==> config.mk <==
export PLATFORM = sky130hd
export DESIGN_NAME = kmeans_iter_ctrl_flat
export DESIGN_NICKNAME = d
export VERILOG_FILES = /design/src/rtl/kmeans_iter_ctrl_if.sv /design/src/rtl/kmeans_iter_ctrl.sv /design/src/flat_wrapper.sv
export SDC_FILE = /design/constraint.sdc
export NUM_CORES = 1
export LEC_CHECK = 0
export CORE_MARGIN = 2
export CORE_UTILIZATION = 27
export CTS_BUF_LIST = sky130_fd_sc_hd__clkbuf_16
export DETAILED_ROUTE_END_ITERATION = 8
export PLACE_DENSITY = 0.45
export SYNTH_ARGS = -nofsm -noshare
export SYNTH_HDL_FRONTEND = slang
export SYNTH_SLANG_ARGS = --single-unit
==> constraint.sdc <==
create_clock -name clk_in -period 6 [get_ports clk_in]
set_input_delay 0.6 -clock clk_in [delete_from_list [all_inputs] [get_ports clk_in]]
set_output_delay 0.6 -clock clk_in [all_outputs]
set_load 0.05 [all_outputs]
==> src/rtl/kmeans_iter_ctrl_if.sv <==
// Bus between the k-means iteration controller and its surroundings.
// Carries the frame/result handshake from the datapath and the current
// centroids plus control pulses back to it.
// master: the controller side; slave: the datapath/host side.
interface kmeans_iter_ctrl_if;
   logic       init_in;
   logic       frame_done_in;
   logic       valid_in;
   logic [8:0] c1_x_in;
   logic [7:0] c1_y_in;
   logic [8:0] c2_x_in;
   logic [7:0] c2_y_in;

   logic [8:0] c1_x_out;
   logic [7:0] c1_y_out;
   logic [8:0] c2_x_out;
   logic [7:0] c2_y_out;
   logic       start_out;
   logic       rst_coms_out;
   logic       update_out;
   logic       converged_out;
   logic       timeout_out;
   logic [7:0] iter_count_out;
   logic       busy_out;

   modport master (
      input  init_in, frame_done_in, valid_in,
      input  c1_x_in, c1_y_in, c2_x_in, c2_y_in,
      output c1_x_out, c1_y_out, c2_x_out, c2_y_out,
      output start_out, rst_coms_out, update_out,
      output converged_out, timeout_out, iter_count_out, busy_out
   );

   modport slave (
      output init_in, frame_done_in, valid_in,
      output c1_x_in, c1_y_in, c2_x_in, c2_y_in,
      input  c1_x_out, c1_y_out, c2_x_out, c2_y_out,
      input  start_out, rst_coms_out, update_out,
      input  converged_out, timeout_out, iter_count_out, busy_out
   );
endinterface

==> src/rtl/kmeans_iter_ctrl.sv <==
// Iteration controller for the 2-cluster k-means datapath.
// Runs accumulate -> drain -> tabulate -> compare rounds until both
// centroids move by no more than THRESH (Manhattan) or MAX_ITER rounds
// have completed, then holds the final centroids.
// Optional macro KMEANS_SORT_EN: order the two new centroids so that
// centroid 1 is always the left-most (then upper-most) one.
module kmeans_iter_ctrl #(
   parameter logic [8:0] SEED1_X  = 9'd80,
   parameter logic [7:0] SEED1_Y  = 8'd60,
   parameter logic [8:0] SEED2_X  = 9'd240,
   parameter logic [7:0] SEED2_Y  = 8'd180,
   parameter logic [9:0] THRESH   = 10'd2,
   parameter int         MAX_ITER = 16,
   parameter int         DRAIN    = 3,
   parameter int         TIMEOUT  = 1024
) (
   input logic               clk_in,
   input logic               rst_in,
   kmeans_iter_ctrl_if.master bus
);

   typedef enum logic [2:0] {
      S_IDLE,
      S_ACCUM,
      S_DRAIN,
      S_WAIT,
      S_COMPARE,
      S_DONE
   } state_t;

   localparam int DW = (DRAIN > 1) ? $clog2(DRAIN) : 1;
   localparam int TW = (TIMEOUT > 1) ? $clog2(TIMEOUT) : 1;

   state_t        state_q, state_d;
   logic [DW-1:0] drain_cnt_q, drain_cnt_d;
   logic [TW-1:0] wait_cnt_q, wait_cnt_d;
   logic [8:0]    c1_x_q, c1_x_d, c2_x_q, c2_x_d;
   logic [7:0]    c1_y_q, c1_y_d, c2_y_q, c2_y_d;
   logic [8:0]    new1_x_q, new1_x_d, new2_x_q, new2_x_d;
   logic [7:0]    new1_y_q, new1_y_d, new2_y_q, new2_y_d;
   logic          rst_coms_q, rst_coms_d;
   logic          update_q, update_d;
   logic          converged_q, converged_d;
   logic          timeout_q, timeout_d;
   logic [7:0]    iter_q, iter_d;

   logic [8:0]    p1_x, p2_x;
   logic [7:0]    p1_y, p2_y;
   logic [9:0]    d1, d2;
   logic [7:0]    iter_inc;

   function automatic logic [9:0] abs_diff9(input logic [8:0] a, input logic [8:0] b);
      return (a > b) ? {1'b0, a - b} : {1'b0, b - a};
   endfunction

   function automatic logic [9:0] abs_diff8(input logic [7:0] a, input logic [7:0] b);
      return (a > b) ? {2'b00, a - b} : {2'b00, b - a};
   endfunction

   // Pair the captured result with centroid slots, swapping when ordering is enabled.
   always_comb begin
      p1_x = new1_x_q;
      p1_y = new1_y_q;
      p2_x = new2_x_q;
      p2_y = new2_y_q;
`ifdef KMEANS_SORT_EN
      if ((new1_x_q > new2_x_q) || ((new1_x_q == new2_x_q) && (new1_y_q > new2_y_q))) begin
         p1_x = new2_x_q;
         p1_y = new2_y_q;
         p2_x = new1_x_q;
         p2_y = new1_y_q;
      end
`endif
   end

   // Per-centroid Manhattan shift and the saturating next iteration count.
   always_comb begin
      d1       = abs_diff9(p1_x, c1_x_q) + abs_diff8(p1_y, c1_y_q);
      d2       = abs_diff9(p2_x, c2_x_q) + abs_diff8(p2_y, c2_y_q);
      iter_inc = (iter_q == 8'hFF) ? iter_q : iter_q + 8'd1;
   end

   // Next-state and register updates; init overrides whatever the FSM is doing.
   // The drain counter holds remaining cycles minus one so that start is
   // decoded directly from the last drain cycle.
   always_comb begin
      state_d     = state_q;
      drain_cnt_d = drain_cnt_q;
      wait_cnt_d  = wait_cnt_q;
      c1_x_d      = c1_x_q;
      c1_y_d      = c1_y_q;
      c2_x_d      = c2_x_q;
      c2_y_d      = c2_y_q;
      new1_x_d    = new1_x_q;
      new1_y_d    = new1_y_q;
      new2_x_d    = new2_x_q;
      new2_y_d    = new2_y_q;
      rst_coms_d  = 1'b0;
      update_d    = 1'b0;
      converged_d = converged_q;
      timeout_d   = timeout_q;
      iter_d      = iter_q;

      if (bus.init_in) begin
         c1_x_d      = SEED1_X;
         c1_y_d      = SEED1_Y;
         c2_x_d      = SEED2_X;
         c2_y_d      = SEED2_Y;
         iter_d      = 8'd0;
         converged_d = 1'b0;
         timeout_d   = 1'b0;
         rst_coms_d  = 1'b1;
         wait_cnt_d  = '0;
         state_d     = S_ACCUM;
      end else begin
         case (state_q)
            S_IDLE, S_DONE: begin
            end
            S_ACCUM: begin
               if (bus.frame_done_in) begin
                  drain_cnt_d = DW'(DRAIN - 1);
                  state_d     = S_DRAIN;
               end
            end
            S_DRAIN: begin
               if (drain_cnt_q == '0) begin
                  wait_cnt_d = '0;
                  state_d    = S_WAIT;
               end else begin
                  drain_cnt_d = drain_cnt_q - DW'(1);
               end
            end
            S_WAIT: begin
               if (bus.valid_in) begin
                  new1_x_d = bus.c1_x_in;
                  new1_y_d = bus.c1_y_in;
                  new2_x_d = bus.c2_x_in;
                  new2_y_d = bus.c2_y_in;
                  state_d  = S_COMPARE;
               end else if (wait_cnt_q == TW'(TIMEOUT - 1)) begin
                  timeout_d  = 1'b1;
                  rst_coms_d = 1'b1;
                  state_d    = S_ACCUM;
               end else begin
                  wait_cnt_d = wait_cnt_q + TW'(1);
               end
            end
            S_COMPARE: begin
               c1_x_d   = p1_x;
               c1_y_d   = p1_y;
               c2_x_d   = p2_x;
               c2_y_d   = p2_y;
               update_d = 1'b1;
               iter_d   = iter_inc;
               if ((d1 <= THRESH) && (d2 <= THRESH)) begin
                  converged_d = 1'b1;
                  state_d     = S_DONE;
               end else if (iter_inc == 8'(MAX_ITER)) begin
                  state_d = S_DONE;
               end else begin
                  rst_coms_d = 1'b1;
                  state_d    = S_ACCUM;
               end
            end
            default: state_d = S_IDLE;
         endcase
      end
   end

   // State, centroid and status registers with asynchronous reset to the seeds.
   always_ff @(posedge clk_in or posedge rst_in) begin
      if (rst_in) begin
         state_q     <= S_IDLE;
         drain_cnt_q <= '0;
         wait_cnt_q  <= '0;
         c1_x_q      <= SEED1_X;
         c1_y_q      <= SEED1_Y;
         c2_x_q      <= SEED2_X;
         c2_y_q      <= SEED2_Y;
         new1_x_q    <= '0;
         new1_y_q    <= '0;
         new2_x_q    <= '0;
         new2_y_q    <= '0;
         rst_coms_q  <= 1'b0;
         update_q    <= 1'b0;
         converged_q <= 1'b0;
         timeout_q   <= 1'b0;
         iter_q      <= 8'd0;
      end else begin
         state_q     <= state_d;
         drain_cnt_q <= drain_cnt_d;
         wait_cnt_q  <= wait_cnt_d;
         c1_x_q      <= c1_x_d;
         c1_y_q      <= c1_y_d;
         c2_x_q      <= c2_x_d;
         c2_y_q      <= c2_y_d;
         new1_x_q    <= new1_x_d;
         new1_y_q    <= new1_y_d;
         new2_x_q    <= new2_x_d;
         new2_y_q    <= new2_y_d;
         rst_coms_q  <= rst_coms_d;
         update_q    <= update_d;
         converged_q <= converged_d;
         timeout_q   <= timeout_d;
         iter_q      <= iter_d;
      end
   end

   assign bus.c1_x_out       = c1_x_q;
   assign bus.c1_y_out       = c1_y_q;
   assign bus.c2_x_out       = c2_x_q;
   assign bus.c2_y_out       = c2_y_q;
   assign bus.start_out      = (state_q == S_DRAIN) && (drain_cnt_q == '0);
   assign bus.rst_coms_out   = rst_coms_q;
   assign bus.update_out     = update_q;
   assign bus.converged_out  = converged_q;
   assign bus.timeout_out    = timeout_q;
   assign bus.iter_count_out = iter_q;
   assign bus.busy_out       = (state_q != S_IDLE) && (state_q != S_DONE);

endmodule

==> src/flat_wrapper.sv <==
// flat-port wrapper written by rule: the top's interface ports become plain ports
module kmeans_iter_ctrl_flat 
#(
   parameter logic [8:0] SEED1_X  = 9'd80,
   parameter logic [7:0] SEED1_Y  = 8'd60,
   parameter logic [8:0] SEED2_X  = 9'd240,
   parameter logic [7:0] SEED2_Y  = 8'd180,
   parameter logic [9:0] THRESH   = 10'd2,
   parameter int         MAX_ITER = 16,
   parameter int         DRAIN    = 3,
   parameter int         TIMEOUT  = 1024
)
  (clk_in, rst_in, bus_init_in, bus_frame_done_in, bus_valid_in, bus_c1_x_in, bus_c1_y_in, bus_c2_x_in, bus_c2_y_in, bus_c1_x_out, bus_c1_y_out, bus_c2_x_out, bus_c2_y_out, bus_start_out, bus_rst_coms_out, bus_update_out, bus_converged_out, bus_timeout_out, bus_iter_count_out, bus_busy_out);
  kmeans_iter_ctrl_if bus_i ();
  input logic clk_in;
  input logic rst_in;
  input wire logic [$bits(bus_i.init_in)-1:0] bus_init_in;
  input wire logic [$bits(bus_i.frame_done_in)-1:0] bus_frame_done_in;
  input wire logic [$bits(bus_i.valid_in)-1:0] bus_valid_in;
  input wire logic [$bits(bus_i.c1_x_in)-1:0] bus_c1_x_in;
  input wire logic [$bits(bus_i.c1_y_in)-1:0] bus_c1_y_in;
  input wire logic [$bits(bus_i.c2_x_in)-1:0] bus_c2_x_in;
  input wire logic [$bits(bus_i.c2_y_in)-1:0] bus_c2_y_in;
  output wire logic [$bits(bus_i.c1_x_out)-1:0] bus_c1_x_out;
  output wire logic [$bits(bus_i.c1_y_out)-1:0] bus_c1_y_out;
  output wire logic [$bits(bus_i.c2_x_out)-1:0] bus_c2_x_out;
  output wire logic [$bits(bus_i.c2_y_out)-1:0] bus_c2_y_out;
  output wire logic [$bits(bus_i.start_out)-1:0] bus_start_out;
  output wire logic [$bits(bus_i.rst_coms_out)-1:0] bus_rst_coms_out;
  output wire logic [$bits(bus_i.update_out)-1:0] bus_update_out;
  output wire logic [$bits(bus_i.converged_out)-1:0] bus_converged_out;
  output wire logic [$bits(bus_i.timeout_out)-1:0] bus_timeout_out;
  output wire logic [$bits(bus_i.iter_count_out)-1:0] bus_iter_count_out;
  output wire logic [$bits(bus_i.busy_out)-1:0] bus_busy_out;
  assign bus_i.init_in = bus_init_in;
  assign bus_i.frame_done_in = bus_frame_done_in;
  assign bus_i.valid_in = bus_valid_in;
  assign bus_i.c1_x_in = bus_c1_x_in;
  assign bus_i.c1_y_in = bus_c1_y_in;
  assign bus_i.c2_x_in = bus_c2_x_in;
  assign bus_i.c2_y_in = bus_c2_y_in;
  assign bus_c1_x_out = bus_i.c1_x_out;
  assign bus_c1_y_out = bus_i.c1_y_out;
  assign bus_c2_x_out = bus_i.c2_x_out;
  assign bus_c2_y_out = bus_i.c2_y_out;
  assign bus_start_out = bus_i.start_out;
  assign bus_rst_coms_out = bus_i.rst_coms_out;
  assign bus_update_out = bus_i.update_out;
  assign bus_converged_out = bus_i.converged_out;
  assign bus_timeout_out = bus_i.timeout_out;
  assign bus_iter_count_out = bus_i.iter_count_out;
  assign bus_busy_out = bus_i.busy_out;
  kmeans_iter_ctrl #(.SEED1_X(SEED1_X), .SEED1_Y(SEED1_Y), .SEED2_X(SEED2_X), .SEED2_Y(SEED2_Y), .THRESH(THRESH), .MAX_ITER(MAX_ITER), .DRAIN(DRAIN), .TIMEOUT(TIMEOUT)) u_core (.clk_in(clk_in), .rst_in(rst_in), .bus(bus_i));
endmodule
==> impl_summary.md <==
Worst setup path
The setup path with the least slack is of type flip-flop to flip-flop. Data on the critical path is required at its endpoint by 6250 ps. On the worst path, the slowest cell contributes a delay of 550 ps.

The slowest stage of the critical path is the sky130_fd_sc_hd__dfstp_2 cell. The element type at the critical path start is a flip-flop. The worst setup path is captured at a flip-flop. Along the worst path, the maximum fanout reaches 12. At the worst endpoint, the arrival time is 5490 ps. Traced cell by cell, the critical path runs through inv_1 -> ha_1 -> nand4_1 -> or3_1 -> and2_1 -> a31oi_1 -> buf_4 -> mux2i_1 -> a221oi_1 -> o21ai_1 -> xor2_1 -> ha_1 -> or4_1 -> a221oi_1 -> o2111ai_1 -> nor4_1 -> o211a_1 -> o2111ai_1 -> a311o_1.

Min path
The min-delay analysis places its worst path in the category flip-flop to flip-flop.

Layout
The most common library cell in the layout ignoring fill and taps is sky130_fd_sc_hd__nand2_1. The final standard cell utilization of the core is 32.9%. The repair_antennas step left the layout with diodes totalling 0.

Of the cells placed in the final design, the portion with a size suffix greater than 1 is 6.22%. The area overhead of the layout relative to synthesis is 20.2%. The top cell types in the final layout, fill and taps aside, are sky130_fd_sc_hd__nand2_1 (110), sky130_fd_sc_hd__inv_1 (102), sky130_fd_sc_hd__clkdlybuf4s50_1 (85).

The layout net count is 1060.

Synthesis
Among all flip-flop cells after synthesis, the most frequent one is sky130_fd_sc_hd__dfrtp_1. The number of distinct library cells after synthesis is 62. The number of synthesis warnings is 0.

The share of the Yosys chip area taken by registers is 32.5%. When the netlist entered floorplanning its net count stood at 992. The flip-flop and latch count after synthesis is 95. The mapped cell area is 0.00736 mm2. The mean cell area of the mapped netlist is 8.56 um2. The count of flip-flops with a built-in enable after synthesis is 0. The fraction of registers with async set/reset is 100%. Synthesis handed over a netlist of 860 instances.

GRT
The total track usage is 14.1%. The global-route met1 utilization is 17.5%. The leftover overflow at the end of global routing is 0. Entering global routing, the biggest net connects 62 pins. The number of global-route vias before repair is 6325.

The initial antenna violation count is 0. The most utilized layer in the global route result is met2. The first global-routing pass estimated 32200 um of wire. The routing usage on met2 is 24.5%. The met3 routing resource usage after global routing is 3.61%.

Clock tree
The largest buffer count on any clock path is 2. Clock-pin slew was measured on the worst setup and hold paths at 80 ps. The clock reaches the later pin of the worst-skew pair after 360 ps. For this design, the CTS-stage hold fixing added 0 buffers. Clock tree synthesis selected as its root buffer the cell sky130_fd_sc_hd__clkbuf_16. Once the clock tree was built, the setup fixing pass inserted 0 buffers.

The H-tree generated during clock tree synthesis spans 3 levels. TritonCTS built the clock tree. TritonCTS created 9 clock buffers. The number of gates resized after CTS was 0. The number of sinks handled by clock tree synthesis is 95.

Drt
The ratio of routed vias to standard cells is 4.81. The first-pass detailed-route iteration total is 4. For this run, design rule violations remaining after detail routing come to 0. The mean routed wirelength per cell is 15.3 um. Wires add up to 19400 um. Summing over every cut layer, the via total after detailed routing is 6129. Once detail routing completed, the nets flagged for antenna violations numbered 0. The detailed router finished its first iteration with 259 violations.

Timing
The transition time at the pin with the least slew margin is 1010 ps. The worst hold-check slack is 516 ps. In this run the tightest slew margin relative to its limit is 32.8%.

The routed design could run at a clock period as short as 5240 ps. In the finished design, the share of the clock period the worst path needs comes to 87.4%. After routing, the total negative slack on setup checks comes to 0 ps. The final count of pins violating max slew is 0. For the final database, setup skew stands at 14.6 ps. Setup violations remaining at the end of the flow were counted as 0. The maximum clock rate is 191 MHz. The number of hold violations in the final report is 0. Setup repair after global routing left no endpoint under its margin.

Placement
The count of buffers added on input and output ports is 86. The congestion estimate from routability-driven global placement came to 0.821. Detailed placement ended at an HPWL of 14300 um.

Pwr
The leakage power of the design is 0.00399 uW. The worst IR drop on VDD is 0.322 mV. Power spread over the standard cell area amounts to 510 mW/mm2.

Floorplan
The effective utilization at floorplan is 27.4%. In this run the horizontal extent of the chip is 169 um. The floorplan die height is 169 um. In this run the core area contains 60 standard-cell rows. The number of top-level design ports is 87.

The floorplan core area is 0.0269 mm2. The area of the die is 0.0286 mm2.

Status
The flow ran to the end, and the final reports show no timing, DRC or antenna violations.

Flow run
Max-cap violations in this run came to 0.
[metal layers]
| metal | vias up | routed length [um] |
|---|---|---|
| met5 | - | 0 |
| met4 | 0 | 301 |
| met3 | 17 | 832 |
| met2 | 94 | 9430 |
| met1 | 2935 | 8880 |
| li1 | 3083 | - |
[critical path: cells and delay by family (launching register included)]
family,cells,cell delay [ps]
xor+xnor,1,100
fa+ha+maj,2,650
mux,1,290
flops,1,550
compound gates,8,1790
simple gates,5,1450
buf+inv,2,320
[layout make-up]
type / instances / area (um2)
clock inverter: 7 / 58.8
fill: 2857 / 18000
tap: 341 / 427
inverter: 101 / 382
multi-input combinational: 628 / 4450
sequential: 95 / 2390
clock buffer: 9 / 225
timing repair buffer: 93 / 908
[power by group]
part | internal [uW] | total, uW | switching [uW]
Clock | 318 | 581 | 263
Combinational | 1340 | 3040 | 1700
Sequential | 766 | 893 | 127
[cells by family after synthesis]
logic type | count (synthesis) | share of synthesized area, %
xor gates and xnor gates | 39 | 4.64
adders and majority gates | 93 | 16.8
AOI/OAI and AO/OA | 217 | 18.7
buffers and inverters | 137 | 7.17
muxes | 36 | 5.06
and+or+nand+nor | 243 | 15.1
DFF | 95 | 32.5
[through the flow]
stage,cell area (um2),setup slack [ps],cells,power (uW)
5_1_grt,8850,373,1274,5010
6_report,8850,755,1274,4510
4_1_cts,8850,728,1274,4570
3_5_place_dp,8560,740,1258,3950
2_1_floorplan,7360,1140,860,3250
3_3_place_gp,8560,913,1258,3990
[synth_stat cells (all sizes together), types with 4 or more instances]
library cell  count  area (um2)
nor2             53         199
o21ai            59         295
a21o             22         166
or3               4        25.0
a211o            16         140
a21oi            64         320
o31ai             6        45.0
a211oi            9        67.6
a31oi             8        50.1
buf               6        36.3
and3              5        31.3
nand2b           10        62.6
and2              4        25.0
nand2           110         413
dfrtp            81        2030
mux2i            26         260
fa               10         200
xnor2            22         193
xor2             17         149
inv             100         375
ha               83        1040
dfstp            14         368
nor3              6        30.0
clkbuf           30         113
nand4            11        68.8
mux2             10         113
nand3            21         110
[path summary, 6_finish.rpt]
| path | depth (start not counted) | to | startpoint | slack (ps) |
|---|---|---|---|---|
| worst max-delay path | 19 | u_core.bus.rst_coms_out$_DFF_PP0_ | u_core.bus.c2_x_out[6]$_DFFE_PP1P_ | 760 |
| worst min-delay path | 1 | u_core.bus.timeout_out$_DFFE_PP0P_ | u_core.bus.timeout_out$_DFFE_PP0P_ | 520 |
| worst max register to register | 19 | u_core.bus.rst_coms_out$_DFF_PP0_ | u_core.bus.c2_x_out[6]$_DFFE_PP1P_ | 760 |
| worst min register to register | 1 | u_core.bus.timeout_out$_DFFE_PP0P_ | u_core.bus.timeout_out$_DFFE_PP0P_ | 520 |
| max in group asynchronous | 3 | u_core.bus.c1_y_out[2]$_DFFE_PP1P_ | rst_in | 4260 |
| min in group asynchronous | 2 | u_core.drain_cnt_q[1]$_DFFE_PP0P_ | rst_in | 700 |
[registers in the layout (all words and copies together) (netlist names), 2 cells and up]
register	cells
u_core.bus.c1_x_out	9
u_core.bus.c1_y_out	8
u_core.bus.c2_x_out	9
u_core.bus.c2_y_out	8
u_core.bus.iter_count_out	8
u_core.drain_cnt_q	2
u_core.new1_x_q	9
u_core.new1_y_q	8
u_core.new2_x_q	9
u_core.new2_y_q	8
u_core.state_q	3
u_core.wait_cnt_q	10
Power figures use the tool's default switching activity.
